## src/rtl/fetch_port_pkg.sv

```systemverilog
// Shared definitions for the fetch-side instruction port: FSM encoding and
// the word returned to fetch while the addressed instruction is absent.
package fetch_port_pkg;

  typedef enum logic {
    IDLE = 1'b0,
    WAIT = 1'b1
  } state_e;

  localparam logic [31:0] NOP = 32'h0000_0013;

endpackage

```

## src/rtl/fetch_port_entry.sv

```systemverilog
// One line-buffer entry: tag/data/err/valid with fill, invalidate and two
// tag comparators (current fetch word and its sequential successor).
module fetch_port_entry #(
  parameter logic [29:0] RESET_TAG = 30'h0
) (
  input  logic        clk_i,
  input  logic        rst_i,
  input  logic        fill_i,
  input  logic        inval_i,
  input  logic [29:0] fill_tag_i,
  input  logic [31:0] fill_data_i,
  input  logic        fill_err_i,
  input  logic [29:0] cmp_a_i,
  input  logic [29:0] cmp_b_i,
  output logic        hit_a_o,
  output logic        hit_b_o,
  output logic [31:0] data_o,
  output logic        err_o
);

  logic        valid_q;
  logic [29:0] tag_q;
  logic [31:0] data_q;
  logic        err_q;

  always_ff @(posedge clk_i) begin
    if (rst_i) begin
      valid_q <= 1'b0;
      tag_q   <= RESET_TAG;
      data_q  <= '0;
      err_q   <= 1'b0;
    end else if (inval_i) begin
      valid_q <= 1'b0;
    end else if (fill_i) begin
      valid_q <= 1'b1;
      tag_q   <= fill_tag_i;
      data_q  <= fill_data_i;
      err_q   <= fill_err_i;
    end
  end

  assign hit_a_o = valid_q && (tag_q == cmp_a_i);
  assign hit_b_o = valid_q && (tag_q == cmp_b_i);
  assign data_o  = data_q;
  assign err_o   = err_q;

endmodule

```

## src/rtl/fetch_port.sv

```systemverilog
// Instruction-fetch responder: 2-entry line buffer filled over a
// request/acknowledge memory bus, with optional next-sequential prefetch.
module fetch_port
  import fetch_port_pkg::*;
#(
  parameter int          ENABLE_PREFETCH = 1,
  parameter logic [31:0] RESET_VECTOR    = 32'h8000_0000
) (
  input  logic        clk,
  input  logic        reset,
  input  logic [31:0] fetch_address,
  output logic [31:0] fetch_data,
  output logic        fetch_ready,
  output logic        fetch_error,
  output logic        fetch_stall,
  input  logic        flush,
  output logic        mem_req,
  output logic [31:0] mem_addr,
  input  logic        mem_ack,
  input  logic [31:0] mem_rdata,
  input  logic        mem_err
);

  state_e      state_q, state_d;
  logic [31:0] mem_addr_q, mem_addr_d;
  logic        drop_q, drop_d;
  logic        ptr_q, ptr_d;

  logic [29:0] cur_tag, next_tag;
  logic [1:0]  hit_a, hit_b, fill;
  logic [31:0] data_e [2];
  logic [1:0]  err_e;
  logic        fetch_hit, next_present, ack_v, fill_en, victim;

  assign cur_tag      = fetch_address[31:2];
  assign next_tag     = cur_tag + 30'd1;
  assign fetch_hit    = |hit_a;
  assign next_present = |hit_b;
  assign ack_v        = mem_ack && (state_q == WAIT);
  // A flush in the ack cycle discards that response just like a pending drop.
  assign fill_en      = ack_v && !drop_q && !flush;
  // Never evict the word fetch is currently consuming.
  assign victim       = hit_a[ptr_q] ? ~ptr_q : ptr_q;
  assign fill         = {fill_en & victim, fill_en & ~victim};

  for (genvar g = 0; g < 2; g++) begin : g_entry
    fetch_port_entry #(
      .RESET_TAG (RESET_VECTOR[31:2])
    ) u_entry (
      .clk_i       (clk),
      .rst_i       (reset),
      .fill_i      (fill[g]),
      .inval_i     (flush),
      .fill_tag_i  (mem_addr_q[31:2]),
      .fill_data_i (mem_rdata),
      .fill_err_i  (mem_err),
      .cmp_a_i     (cur_tag),
      .cmp_b_i     (next_tag),
      .hit_a_o     (hit_a[g]),
      .hit_b_o     (hit_b[g]),
      .data_o      (data_e[g]),
      .err_o       (err_e[g])
    );
  end

  always_ff @(posedge clk) begin
    if (reset) begin
      state_q    <= IDLE;
      mem_addr_q <= RESET_VECTOR;
      drop_q     <= 1'b0;
      ptr_q      <= 1'b0;
    end else begin
      state_q    <= state_d;
      mem_addr_q <= mem_addr_d;
      drop_q     <= drop_d;
      ptr_q      <= ptr_d;
    end
  end

  always_comb begin
    state_d    = state_q;
    mem_addr_d = mem_addr_q;
    drop_d     = drop_q;
    ptr_d      = ptr_q;
    unique case (state_q)
      IDLE: begin
        if (!flush) begin
          if (!fetch_hit) begin
            state_d    = WAIT;
            mem_addr_d = fetch_address & 32'hFFFF_FFFC;
          end else if ((ENABLE_PREFETCH != 0) && !next_present) begin
            state_d    = WAIT;
            mem_addr_d = {next_tag, 2'b00};
          end
        end
      end
      WAIT: begin
        if (ack_v) begin
          state_d = IDLE;
          drop_d  = 1'b0;
          if (fill_en) ptr_d = ~ptr_q;
        end else if (flush) begin
          drop_d = 1'b1;
        end
      end
      default: state_d = IDLE;
    endcase
  end

  always_comb begin
    fetch_data  = NOP;
    fetch_error = 1'b0;
    if (hit_a[0]) begin
      fetch_data  = data_e[0];
      fetch_error = err_e[0];
    end else if (hit_a[1]) begin
      fetch_data  = data_e[1];
      fetch_error = err_e[1];
    end
  end

  assign fetch_ready = fetch_hit;
  assign fetch_stall = !fetch_hit;
  assign mem_req     = (state_q == WAIT);
  assign mem_addr    = mem_addr_q;

endmodule

```

## config.mk

```make
export PLATFORM = sky130hd
export DESIGN_NAME = fetch_port
export DESIGN_NICKNAME = d
export VERILOG_FILES = /design/src/rtl/fetch_port_pkg.sv /design/src/rtl/fetch_port_entry.sv /design/src/rtl/fetch_port.sv
export SDC_FILE = /design/constraint.sdc
export NUM_CORES = 1
export LEC_CHECK = 0
export CAP_MARGIN = 20
export CORE_AREA = 2 2 168 170
export DETAILED_ROUTE_END_ITERATION = 10
export DIE_AREA = 0 0 170 172
export GPL_TIMING_DRIVEN = 0
export PLACE_DENSITY = 0.62
export SLEW_MARGIN = 20
export SYNTH_ARGS = -nofsm -noshare
export SYNTH_HDL_FRONTEND = slang
export SYNTH_SLANG_ARGS = --single-unit
```

## constraint.sdc

```tcl
create_clock -name clk -period 13.9 [get_ports clk]
set_input_delay 4.17 -clock clk [delete_from_list [all_inputs] [get_ports clk]]
set_output_delay 4.17 -clock clk [all_outputs]
set_load 0.1 [all_outputs]
```

==> results of run 1 <==
-- routing by layer --
metal / share of wire [%] / GRT usage, % / up-vias
met3: 6.1 / 3.64 / 59
met2: 45 / 34.0 / 351
met4: 3.3 / 8.32 / 0
met1: 46 / 29.8 / 4254
li1: - / - / 4304
met5: 0 / 0 / -
-- per-stage QoR --
stage,hold slack [ns],std cells,worst slack (ns),area (sq um),power (mW)
final,0.455,1679,1.26,11100,1.16
after detailed placement,0.447,1646,1.27,10400,0.679
after floorplan,0.436,1194,1.67,8930,0.620
after global routing,0.475,1678,0.959,11000,1.20
after global placement,0.442,1646,1.29,10400,0.678
after CTS,0.458,1678,1.26,11000,1.17
-- flip-flops by register name, summed over array words and instances, names as in the netlist --
name and count:
g_entry.u_entry.err_o 2, mem_req 1, drop_q 1, g_entry.u_entry.data_o 64, ptr_q 1, mem_addr 30, g_entry.u_entry.tag_q 60, g_entry.u_entry.valid_q 2
-- kinds of logic (layout without fill, tap and decap cells) --
| kind of cell | count (synthesis) | after routing | synth area share, % |
|---|---|---|---|
| compound gates | 256 | 256 | 17.8 |
| xor+xnor | 127 | 127 | 12.9 |
| fa+ha+maj | 2 | 2 | 0.252 |
| buf+inv | 141 | 279 | 6.70 |
| flops | 161 | 161 | 36.1 |
| mux | 5 | 5 | 0.561 |
| other cells | 1 | 3 | 0.0420 |
| simple gates | 500 | 500 | 25.6 |
-- layout by cell type (no fill, tap or decap), drive strengths merged, types with 46 or more instances in the layout --
| cell type | instances |
|---|---|
| nand3 | 46 |
| dfxtp | 161 |
| xnor2 | 75 |
| xor2 | 49 |
| clkdlybuf4s50 | 106 |
| nor2 | 47 |
| clkbuf | 88 |
| nand2 | 295 |
| inv | 46 |
| a21oi | 162 |
-- critical path, cell delays in order --
cell and delay [ns]:
sky130_fd_sc_hd__clkdlybuf4s50_1 0.57, sky130_fd_sc_hd__buf_1 0.47, sky130_fd_sc_hd__xnor2_1 0.18, sky130_fd_sc_hd__nand4_1 0.21, sky130_fd_sc_hd__nor4_1 0.31, sky130_fd_sc_hd__nand4_1 0.37, sky130_fd_sc_hd__clkbuf_1 0.35, sky130_fd_sc_hd__clkbuf_1 0.31
sky130_fd_sc_hd__o21ai_0 0.33, sky130_fd_sc_hd__clkdlybuf4s50_1 1.19
-- power breakdown --
part	internal, mW	switching (mW)	total, mW
logic	0.0561	0.131	0.187
clock network	0.249	0.245	0.493
registers	0.472	0.0112	0.483
total	0.777	0.387	1.16
-- layout make-up --
type / count / area share, %
Multi-Input combinational cell: 892 / 46.3
Sequential cell: 161 / 29.2
Timing Repair Buffer: 106 / 9.60
Buffer: 105 / 4.19
Tap cell: 346 / 3.92
Clock buffer: 17 / 3.85
Clock inverter: 15 / 1.78
Inverter: 36 / 1.22
Antenna cell: 1 / 0.0226
-- final timing paths --
path,startpoint,end,slack (ns),cells past startpoint
min reg2reg,g_entry[0].u_entry.data_o[10],g_entry[0].u_entry.data_o[10],0.45,2
max,fetch_address[22],fetch_data[2],1.26,10
max reg2reg,g_entry[0].u_entry.tag_q[22],mem_addr[26],10.07,12
min,g_entry[0].u_entry.data_o[10],g_entry[0].u_entry.data_o[10],0.45,2
-- synth_stat cells, drive strengths merged, types with 5 or more instances --
cell and number:
and3 6, and2 6, a311oi 28, dfxtp 161, nor2 47, xnor2 75, inv 36, or4 7
mux2i 5, nand4 26, nor4 22, a21oi 162, xor2 49, nand3 46, or3 6, nor3 18
nand2 295, buf 34, o21ai 40, clkbuf 71
==> insert_results.sql, run 1 <==
INSERT INTO impl_metrics (metric_group, metric, value, unit) VALUES
('setup_path', 'cp_max_fo', '10', ''),
('power_and_ir_drop', 'power_density', '105', 'mW/mm^2'),
('clock_network', 'root_driver', 'sky130_fd_sc_hd__clkbuf_16', ''),
('sta', 'clock.fmax', '0.0791', 'GHz'),
('synthesis', 'synth_largest_area_cell', 'sky130_fd_sc_hd__dfxtp_1', ''),
('clock_network', 'clock_transition_at_the_register_clock_pins_on_the_worst_setup_and_hold_paths_after_cts', '0.07', 'ns'),
('clock_network', 'clkSinkCount', '161', ''),
('routing', 'drc_errors', '0', ''),
('sta', 'max_slew_margin', '29.5', '%'),
('sta', 'final.min_clock_period', '12.64', 'ns'),
('sta', 'clock_skew', '0.0157', 'ns'),
('placed_design', 'io_buffers', '106', ''),
('placed_design', 'globalplace.congestion', '0.995', ''),
('cells_and_area', 'syn2layout_area_growth', '23.8', '%'),
('cells_and_area', 'final_util', '40.2', '%'),
('clock_network', 'clk_lat_worst_skew', '0.45', 'ns'),
('synthesis', 'post_synthesis_sequential_area_ratio', '36.1', '%'),
('grt', 'global_route.usage.total', '21.7', '%'),
('sta', 'timing.final.max_slew_violations', '0', ''),
('floorplan', 'die-height', '172', 'um'),
('grt', 'antenna_violations_before_repair', '0', ''),
('clock_network', 'cts-hold-fix-buffers', '0', ''),
('sta', 'timing_worst_slew_pin_value', '1.05', 'ns'),
('worst_hold_path', 'hold_path_class', 'register to register', ''),
('cells_and_area', 'fin_nets', '1389', ''),
('sta', 'setup-tns-final', '0', 'ns'),
('clock_network', 'cts_tree', 'built', ''),
('synthesis', 'synth-edff-count', '0', ''),
('clock_network', 'ctsLongestPathBuffers', '2', ''),
('setup_path', 'timing.critical_path.from_type', 'input port', ''),
('floorplan', 'placement_rows', '61', ''),
('routing', 'antenna_left', '0', ''),
('synthesis', 'syn_avg_cell_area', '7.48', 'sq um'),
('sta', 'finalSetupViolCount', '0', ''),
('routing', 'detail_route.wl_per_cell', '18.8', 'um'),
('routing', 'drt_iter0_drc', '861', ''),
('grt', 'grt_pass1_wl', '48300', 'um'),
('synthesis', 'yosys-top-cells-area', 'sky130_fd_sc_hd__dfxtp_1 (36%), sky130_fd_sc_hd__nand2_1 (12%), sky130_fd_sc_hd__a21oi_1 (9.1%), sky130_fd_sc_hd__xnor2_1 (7.4%), sky130_fd_sc_hd__xor2_1 (4.8%)', ''),
('routing', 'dr_total_vias', '8968', ''),
('cells_and_area', 'seqCellArea', '0.00322', 'sq mm'),
('routing', 'firstDrtPassIters', '5', ''),
('routing', 'postRouteWirelength', '31600', 'um'),
('synthesis', 'ys_dominant_reg_cell', 'sky130_fd_sc_hd__dfxtp_1', ''),
('floorplan', 'fp.dieW', '170', 'um'),
('clock_network', 'cts_made_buffers', '17', ''),
('grt', 'gr_overflow_total', '0', ''),
('setup_path', 'setup.worst_path.end_class', 'primary output', ''),
('clock_network', 'htreeDepth', '4', ''),
('floorplan', 'core_area', '0.0275', 'sq mm'),
('synthesis', 'mappedNetlistArea', '0.00893', 'sq mm'),
('floorplan', 'ioPinCount', '137', ''),
('cells_and_area', 'multiInputGateArea', '0.00511', 'sq mm'),
('power_and_ir_drop', 'vdd.ir_drop.worst', '0.0780', 'mV'),
('sta', 'rsz0062_at_grt', 'no', ''),
('power_and_ir_drop', 'p_leak', '3.49', 'nW'),
('synthesis', 'post_synthesis_async_set_or_reset_flop_share', '0', '%'),
('cells_and_area', 'fillCellCount', '2824', ''),
('sta', 'timing.final.crit_share', '90.9', '%'),
('setup_path', 'criticalPathCategory', 'input port to primary output', ''),
('synthesis', 'synth-seq-cells', '161', ''),
('setup_path', 'critical_path_arrival', '8.47', 'ns'),
('placed_design', 'detailed_place_hpwl', '24000', 'um'),
('clock_network', 'cts_resizes', '0', ''),
('synthesis', 'synth-warning-count', '0', ''),
('floorplan', 'die-area', '0.0292', 'sq mm'),
('synthesis', 'synth_cell_types', '68', ''),
('grt', 'grt_max_degree', '21', ''),
('routing', 'route.detailed.vias_per_inst', '5.34', ''),
('sta', 'report.final.hold_viol_count', '0', ''),
('cells_and_area', 'fraction_of_final_layout_cells_sized_beyond_drive_strength_1', '6.53', '%'),
('synthesis', 'synth_top_cell_area_share', '36.1', '%'),
('setup_path', 'critPathRequiredTime', '9.73', 'ns'),
('floorplan', 'effective_utilization_at_floorplan', '32.5', '%'),
('synthesis', 'synth_cells', '1193', ''),
('clock_network', 'post-cts-setup-buffers', '0', ''),
('grt', 'vias_in_the_first_global_route', '8400', ''),
('outcome', 'outcome', 'finished, final reports clean', ''),
('run', 'max_cap_viol_count', '0', '');
(Power assumes the default switching activity.)
==> inputs of run 2 (changes only) <==
--- a/config.mk
+++ b/config.mk
@@ -5,12 +5,13 @@
 export SDC_FILE = /design/constraint.sdc
 export NUM_CORES = 1
 export LEC_CHECK = 0
+export ABC_AREA = 1
 export CAP_MARGIN = 20
-export CORE_AREA = 2 2 168 170
+export CORE_AREA = 2 2 178 180
 export DETAILED_ROUTE_END_ITERATION = 10
-export DIE_AREA = 0 0 170 172
+export DIE_AREA = 0 0 180 182
 export GPL_TIMING_DRIVEN = 0
-export PLACE_DENSITY = 0.62
+export PLACE_DENSITY = 0.61
 export SLEW_MARGIN = 20
 export SYNTH_ARGS = -nofsm -noshare
 export SYNTH_HDL_FRONTEND = slang
==> constraint.sdc (replaced) <==
create_clock -name clk -period 12.3 [get_ports clk]
set_input_delay 3.69 -clock clk [delete_from_list [all_inputs] [get_ports clk]]
set_output_delay 3.69 -clock clk [all_outputs]
set_load 0.1 [all_outputs]
==> insert_results.sql, run 2 <==
INSERT INTO impl_metrics (metric_group, metric, value, unit) VALUES
('setup_path', 'critical-path-top-cell-by-count', 'sky130_fd_sc_hd__nand2_1', ''),
('routing', 'firstDrtPassIters', '6', ''),
('cells_and_area', 'insertedDiodeCount', '0', ''),
('floorplan', 'die-height', '182', 'um'),
('synthesis', 'synth-warning-count', '0', ''),
('grt', 'grt.met1_usage', '36.2', '%'),
('power_and_ir_drop', 'pwr-share-clk', '40.8', '%'),
('cells_and_area', 'mostFrequentLayoutCells', 'sky130_fd_sc_hd__nand2_1 (508), sky130_fd_sc_hd__nor2_1 (216), sky130_fd_sc_hd__inv_1 (161), sky130_fd_sc_hd__dfxtp_1 (161), sky130_fd_sc_hd__o21ai_0 (137)', ''),
('clock_network', 'clkSinkCount', '161', ''),
('sta', 'finalSetupViolCount', '0', ''),
('sta', 'max_slew_margin', '30.2', '%'),
('routing', 'route.detailed.vias_per_inst', '5.08', ''),
('synthesis', 'synth-edff-count', '0', ''),
('sta', 'whs', '0.451', 'ns'),
('cells_and_area', 'most_common_library_cell_in_the_layout_ignoring_fill_and_taps', 'sky130_fd_sc_hd__nand2_1', ''),
('synthesis', 'syn_avg_cell_area', '6.00', 'sq um'),
('setup_path', 'slowest_delay', '1.16', 'ns'),
('setup_path', 'path_buf_inv', '7', ''),
('placed_design', 'io_buffers', '113', ''),
('sta', 'report.final.hold_viol_count', '0', ''),
('sta', 'clock_skew', '0.0122', 'ns'),
('run', 'max_cap_viol_count', '0', ''),
('clock_network', 'htreeDepth', '4', ''),
('grt', 'global_route.usage.total', '27.7', '%'),
('setup_path', 'critPathRequiredTime', '8.61', 'ns'),
('cells_and_area', 'largest_register_ffs', '64', ''),
('clock_network', 'ctsLongestPathBuffers', '2', ''),
('clock_network', 'cts_resizes', '0', ''),
('floorplan', 'die-area', '0.0328', 'sq mm'),
('grt', 'gr-usage-met3', '3.71', '%'),
('setup_path', 'critical_path_arrival', '8.49', 'ns'),
('clock_network', 'clk_lat_worst_skew', '0.45', 'ns'),
('routing', 'postRouteWirelength', '46000', 'um'),
('grt', 'globalRoute.busiestLayer', 'met2', ''),
('grt', 'gr_overflow_total', '0', ''),
('cells_and_area', 'fraction_of_final_layout_cells_sized_beyond_drive_strength_1', '5.84', '%'),
('grt', 'antenna_violations_before_repair', '1', ''),
('grt', 'grt_pass1_wl', '68000', 'um'),
('setup_path', 'cp_max_fo', '10', ''),
('synthesis', 'synth_most_common_cell', 'sky130_fd_sc_hd__nand2_1', ''),
('sta', 'rsz0062_at_grt', 'no', ''),
('floorplan', 'effective_utilization_at_floorplan', '32.3', '%'),
('clock_network', 'cts_made_buffers', '17', ''),
('synthesis', 'post_synthesis_async_set_or_reset_flop_share', '0', '%'),
('setup_path', 'setup.worst_path.end_class', 'primary output', ''),
('power_and_ir_drop', 'share_seq_of_total_power', '39.6', '%'),
('power_and_ir_drop', 'power_density', '114', 'mW/mm^2'),
('power_and_ir_drop', 'vdd.ir_drop.worst', '0.0685', 'mV'),
('grt', 'grt_max_degree', '17', ''),
('synthesis', 'post_synthesis_sequential_area_ratio', '32.2', '%'),
('floorplan', 'placement_rows', '65', ''),
('routing', 'dr_total_vias', '11300', ''),
('clock_network', 'cts-hold-fix-buffers', '0', ''),
('synthesis', 'synth_cells', '1669', ''),
('power_and_ir_drop', 'internal_power', '939', 'uW'),
('clock_network', 'clock_transition_at_the_register_clock_pins_on_the_worst_setup_and_hold_paths_after_cts', '0.06', 'ns'),
('sta', 'final.min_clock_period', '12.18', 'ns'),
('synthesis', 'synth_largest_area_cell', 'sky130_fd_sc_hd__dfxtp_1', ''),
('power_and_ir_drop', 'p_leak', '5.36', 'nW'),
('sta', 'setup-tns-final', '0', 'ns'),
('sta', 'clock.fmax', '0.0821', 'GHz'),
('clock_network', 'cts_tree', 'built', ''),
('placed_design', 'detailed_place_hpwl', '36900', 'um'),
('synthesis', 'synth_cell_types', '34', ''),
('power_and_ir_drop', 'power.switching', '460', 'uW'),
('routing', 'detail_route.wl_per_cell', '20.7', 'um'),
('power_and_ir_drop', 'combPwrFrac', '19.6', '%'),
('routing', 'drc_errors', '0', ''),
('routing', 'antenna_left', '0', ''),
('setup_path', 'critPathSlowestCell', 'sky130_fd_sc_hd__clkdlybuf4s50_1', ''),
('floorplan', 'ioPinCount', '137', ''),
('sta', 'timing.final.max_slew_violations', '0', ''),
('synthesis', 'mappedNetlistArea', '0.0100', 'sq mm'),
('clock_network', 'root_driver', 'sky130_fd_sc_hd__clkbuf_16', ''),
('setup_path', 'path_cells', 'clkdlybuf4s50_1 > inv_2 > nand2_1 > nand2_1 > inv_1 > nand4_1 > nor3_4 > nand2_1 > nand2_2 > inv_1 > buf_2 > buf_2 > a21oi_1 > clkdlybuf4s50_1', ''),
('setup_path', 'path_delay_family', 'buffers and inverters', ''),
('worst_hold_path', 'hold_path_class', 'register to register', ''),
('setup_path', 'criticalPathCategory', 'input port to primary output', ''),
('cells_and_area', 'syn2layout_area_growth', '22.7', '%'),
('floorplan', 'core_area', '0.0310', 'sq mm'),
('cells_and_area', 'fin_nets', '1872', ''),
('routing', 'drt_iter0_drc', '1023', ''),
('placed_design', 'globalplace.congestion', '0.949', ''),
('grt', 'met2_usage', '47.0', '%'),
('power_and_ir_drop', 'sw_frac_of_total', '32.9', '%'),
('synthesis', 'yosys-top-cells-area', 'sky130_fd_sc_hd__dfxtp_1 (32%), sky130_fd_sc_hd__nand2_1 (19%), sky130_fd_sc_hd__nor2_1 (8.1%), sky130_fd_sc_hd__o21ai_0 (6.8%), sky130_fd_sc_hd__a21oi_1 (6.3%)', ''),
('synthesis', 'synth-seq-cells', '161', ''),
('sta', 'timing_worst_slew_pin_value', '1.04', 'ns'),
('outcome', 'outcome', 'finished, final reports clean', ''),
('synthesis', 'synth_commonest_cells', 'sky130_fd_sc_hd__nand2_1 (508), sky130_fd_sc_hd__nor2_1 (216), sky130_fd_sc_hd__dfxtp_1 (161), sky130_fd_sc_hd__inv_1 (161), sky130_fd_sc_hd__o21ai_0 (137)', ''),
('sta', 'timing.final.crit_share', '99.0', '%'),
('synthesis', 'ys_dominant_reg_cell', 'sky130_fd_sc_hd__dfxtp_1', ''),
('clock_network', 'post-cts-setup-buffers', '0', ''),
('cells_and_area', 'fillCellCount', '3414', ''),
('grt', 'vias_in_the_first_global_route', '10600', ''),
('floorplan', 'fp.dieW', '180', 'um'),
('setup_path', 'timing.critical_path.from_type', 'input port', ''),
('synthesis', 'synth_top_cell_area_share', '32.2', '%');
## run 2: logic make-up after synthesis
family | count (synthesis) | synth area share, %
adder cells (fa/ha/maj) | 1 | 0.125
buffers and inverters | 252 | 10.3
flip-flops | 161 | 32.2
AO/OA/AOI/OAI | 268 | 13.6
XOR/XNOR | 44 | 3.92
other | 1 | 0.0374
AND/OR/NAND/NOR | 942 | 39.9
## run 2: area by class of cell
cell class,instances,area (sq um),area share (%)
inverter,166,623,5.07
tap,402,503,4.09
timing repair buffer,113,1160,9.45
clock buffer,19,443,3.60
sequential,161,3220,26.2
buffer,86,405,3.30
multi-input combinational,1257,5770,47.0
clock inverter,12,159,1.29
## run 2: layer usage
metal | vias up | wire length (um)
met5 | - | 0
met4 | 0 | 1510
met3 | 86 | 2650
met2 | 421 | 21400
met1 | 5159 | 20400
li1 | 5595 | -
## run 2: power by group through the flow
stage	combinational [mW]	sequential (mW)	clock, mW
after global routing	0.293	0.556	0.592
final	0.274	0.554	0.571
after global placement	0.271	0.566	0
after CTS	0.272	0.554	0.573
after detailed placement	0.270	0.566	0
after floorplan	0.117	0.622	0
## run 2: metrics by stage
step | power (mW) | std cells | worst slack (ns) | cell area (sq um) | util [%]
after global placement | 0.837 | 2185 | 0.107 | 11700 | 37.6
after CTS | 1.40 | 2216 | 0.122 | 12300 | 39.6
after floorplan | 0.739 | 1670 | 1.02 | 10000 | -
after global routing | 1.44 | 2216 | 0.00122 | 12300 | 39.7
after detailed placement | 0.836 | 2185 | 0.153 | 11700 | 37.6
final | 1.40 | 2216 | 0.120 | 12300 | 39.7
## run 2: worst register-to-register path, stage by stage (launching register included)
cell	delay, ns
sky130_fd_sc_hd__dfxtp_1	0.34
sky130_fd_sc_hd__xnor2_2	0.44
sky130_fd_sc_hd__inv_1	0.17
sky130_fd_sc_hd__nor2_1	0.12
sky130_fd_sc_hd__nand4_1	0.19
sky130_fd_sc_hd__nor3_4	0.48
sky130_fd_sc_hd__nand2_1	0.31
sky130_fd_sc_hd__nand2_1	0.16
sky130_fd_sc_hd__nand2_1	0.07
sky130_fd_sc_hd__nand2_2	0.16
sky130_fd_sc_hd__clkbuf_1	0.56
sky130_fd_sc_hd__o21ai_0	0.32
sky130_fd_sc_hd__a21oi_1	0.21
## run 2: final timing paths
check / startpoint / endpoint / slack, ns / cells past startpoint
worst max-delay path: fetch_address[2] / fetch_data[22] / 0.12 / 14
worst min-delay path: g_entry[0].u_entry.data_o[4] / g_entry[0].u_entry.data_o[4] / 0.45 / 2
worst max register to register: g_entry[1].u_entry.tag_q[21] / g_entry[1].u_entry.tag_q[14] / 8.71 / 12
worst min register to register: g_entry[0].u_entry.data_o[4] / g_entry[0].u_entry.data_o[4] / 0.45 / 2
==> inputs of run 3 (changes only) <==
--- a/config.mk
+++ b/config.mk
@@ -10,6 +10,7 @@
 export CORE_AREA = 2 2 178 180
 export DETAILED_ROUTE_END_ITERATION = 10
 export DIE_AREA = 0 0 180 182
+export GPL_ROUTABILITY_DRIVEN = 1
 export GPL_TIMING_DRIVEN = 0
 export PLACE_DENSITY = 0.61
 export SLEW_MARGIN = 20
==> constraint.sdc (replaced) <==
create_clock -name clk -period 12.5 [get_ports clk]
set_input_delay 3.75 -clock clk [delete_from_list [all_inputs] [get_ports clk]]
set_output_delay 3.75 -clock clk [all_outputs]
set_load 0.1 [all_outputs]
==> insert_results.sql, run 3 (same netlist as run 2, synthesis figures left out) <==
INSERT INTO impl_metrics (metric_group, metric, value, unit) VALUES
('routing', 'drt_iter0_drc', '1025', ''),
('grt', 'antenna_violations_before_repair', '1', ''),
('clock_network', 'htreeDepth', '4', ''),
('power_and_ir_drop', 'vdd.ir_drop.worst', '0.0678', 'mV'),
('routing', 'route.detailed.vias_per_inst', '5.10', ''),
('worst_hold_path', 'hp-start', 'g_entry[0].u_entry.data_o[1]', ''),
('placed_design', 'detailed_place_hpwl', '36900', 'um'),
('sta', 'setup_ws', '0.161', 'ns'),
('sta', 'clock.fmax', '0.0810', 'GHz'),
('setup_path', 'reg2reg_depth', '13', ''),
('routing', 'postRouteWirelength', '46000', 'um'),
('placed_design', 'globalplace.congestion', '0.949', ''),
('clock_network', 'cts_tree', 'built', ''),
('routing', 'drc_errors', '0', ''),
('sta', 'timing.final.crit_share', '98.7', '%'),
('sta', 'setup-tns-final', '0', 'ns'),
('cells_and_area', 'mostFrequentLayoutCells', 'sky130_fd_sc_hd__nand2_1 (508), sky130_fd_sc_hd__nor2_1 (216), sky130_fd_sc_hd__inv_1 (161), sky130_fd_sc_hd__dfxtp_1 (161), sky130_fd_sc_hd__o21ai_0 (137)', ''),
('floorplan', 'placement_rows', '65', ''),
('outcome', 'outcome', 'finished, final reports clean', ''),
('worst_hold_path', 'hold_path_class', 'register to register', ''),
('worst_hold_path', 'worstHoldEndpoint', 'g_entry[0].u_entry.data_o[1]', ''),
('grt', 'grt_max_degree', '17', ''),
('cells_and_area', 'layout.cells.non_filler', '2216', ''),
('floorplan', 'effective_utilization_at_floorplan', '32.3', '%'),
('setup_path', 'r2r-end', 'g_entry[1].u_entry.tag_q[14]', ''),
('setup_path', 'rrSetupSlack', '8.88', 'ns'),
('power_and_ir_drop', 'p_leak', '5.15', 'nW'),
('sta', 'final.min_clock_period', '12.34', 'ns'),
('sta', 'max_slew_margin', '30.1', '%'),
('floorplan', 'fp.dieW', '180', 'um'),
('routing', 'firstDrtPassIters', '6', ''),
('clock_network', 'clk_lat_worst_skew', '0.45', 'ns'),
('cells_and_area', 'fin_nets', '1872', ''),
('sta', 'finalSetupViolCount', '0', ''),
('routing', 'dr_total_vias', '11300', ''),
('grt', 'global_route.usage.total', '27.7', '%'),
('clock_network', 'clock_transition_at_the_register_clock_pins_on_the_worst_setup_and_hold_paths_after_cts', '0.06', 'ns'),
('grt', 'gr_overflow_total', '0', ''),
('sta', 'rsz0062_at_grt', 'no', ''),
('cells_and_area', 'insertedDiodeCount', '0', ''),
('placed_design', 'placed_cells', '2185', ''),
('clock_network', 'ctsLongestPathBuffers', '2', ''),
('sta', 'report.final.hold_viol_count', '0', ''),
('run', 'max_cap_viol_count', '0', ''),
('clock_network', 'cts_made_buffers', '17', ''),
('floorplan', 'core_area', '0.0310', 'sq mm'),
('cells_and_area', 'fraction_of_final_layout_cells_sized_beyond_drive_strength_1', '5.84', '%'),
('setup_path', 'cp_max_fo', '10', ''),
('routing', 'antenna_left', '0', ''),
('worst_hold_path', 'whs_path_depth', '2', ''),
('floorplan', 'die-area', '0.0328', 'sq mm'),
('sta', 'clock_skew', '0.0151', 'ns'),
('grt', 'vias_in_the_first_global_route', '10600', ''),
('placed_design', 'io_buffers', '113', ''),
('grt', 'grt_pass1_wl', '68000', 'um'),
('setup_path', 'criticalPathCategory', 'input port to primary output', ''),
('clock_network', 'post-cts-setup-buffers', '0', ''),
('placed_design', 'pre_cts_slack', '0.233', 'ns'),
('sta', 'timing.final.max_slew_violations', '0', ''),
('setup_path', 'critical_path_arrival', '8.59', 'ns'),
('sta', 'timing_worst_slew_pin_value', '1.04', 'ns'),
('routing', 'detail_route.wl_per_cell', '20.8', 'um'),
('setup_path', 'setup.worst_path.end_class', 'primary output', ''),
('floorplan', 'die-height', '182', 'um'),
('power_and_ir_drop', 'power_density', '112', 'mW/mm^2'),
('cells_and_area', 'most_common_library_cell_in_the_layout_ignoring_fill_and_taps', 'sky130_fd_sc_hd__nand2_1', ''),
('cells_and_area', 'syn2layout_area_growth', '22.4', '%'),
('sta', 'whs', '0.451', 'ns'),
('floorplan', 'ioPinCount', '137', ''),
('clock_network', 'root_driver', 'sky130_fd_sc_hd__clkbuf_16', ''),
('cells_and_area', 'largest_register_ffs', '64', ''),
('setup_path', 'timing.critical_path.from_type', 'input port', ''),
('cells_and_area', 'fillCellCount', '3416', ''),
('setup_path', 'rr_startpoint', 'g_entry[1].u_entry.tag_q[24]', ''),
('clock_network', 'clkSinkCount', '161', ''),
('setup_path', 'critPathRequiredTime', '8.75', 'ns');
-- run 3: what timing repair did --
item,in CTS,in global routing
gates resized for setup,0,1
setup endpoints to repair,0,1
hold buffers,0,0
-- run 3: layer usage --
layer	global-route usage, %	part of all wire, %	vias up	routed length (um)
met4	9.63	3.0	0	1370
li1	-	-	5603	-
met2	47.0	47	412	21500
met1	36.2	44	5214	20400
met5	0	0	-	0
met3	3.71	5.8	71	2690
-- run 3: worst max-delay path by stage --
stage	slack, ns	cells after the start	end	from
2_1_floorplan	1.10	10	fetch_data[10]	fetch_address[29]
5_1_grt	0.02	13	fetch_data[11]	fetch_address[2]
3_5_place_dp	0.23	13	fetch_data[11]	fetch_address[2]
3_3_place_gp	0.19	14	fetch_data[28]	fetch_address[2]
4_1_cts	0.20	13	fetch_data[11]	fetch_address[2]
6_report	0.16	13	fetch_data[11]	fetch_address[2]
-- run 3: final cells by class --
cell class	count	area, sq um	area share (%)
plain buffers	86	405	3.31
clock buffers	19	443	3.61
clock inverters	12	159	1.30
inverters	166	623	5.08
multi-input cells	1257	5770	47.1
flip-flops and latches	161	3220	26.3
well taps	402	503	4.10
repair buffers	113	1130	9.25
-- run 3: report_power, final --
part / total [mW] / leakage [nW] / internal, mW / switching [mW]
sequential: 0.546 / 1.31 / 0.530 / 0.0159
combinational: 0.270 / 3.54 / 0.0736 / 0.196
clock: 0.563 / 0.300 / 0.321 / 0.242
total: 1.38 / 5.15 / 0.924 / 0.454
-- run 3: critical path, cell delays in order --
cell and delay [ns]:
sky130_fd_sc_hd__clkdlybuf4s50_1 0.75, sky130_fd_sc_hd__inv_2 0.15, sky130_fd_sc_hd__nand2_1 0.09, sky130_fd_sc_hd__nand2_1 0.19
sky130_fd_sc_hd__inv_1 0.20, sky130_fd_sc_hd__nand4_1 0.15, sky130_fd_sc_hd__nor3_4 0.52, sky130_fd_sc_hd__nand2_1 0.30
sky130_fd_sc_hd__nand2_2 0.31, sky130_fd_sc_hd__clkbuf_1 0.55, sky130_fd_sc_hd__o21ai_0 0.19, sky130_fd_sc_hd__a21oi_1 0.23
sky130_fd_sc_hd__clkdlybuf4s50_1 1.19
-- run 3: through the flow --
stage / area [sq um] / util (%) / power [mW]
global route: 12300 / 39.6 / 1.42
floorplan: 10000 / - / 0.727
detailed placement: 11700 / 37.6 / 0.823
global placement: 11700 / 37.6 / 0.823
finish: 12300 / 39.6 / 1.38
CTS: 12300 / 39.6 / 1.38
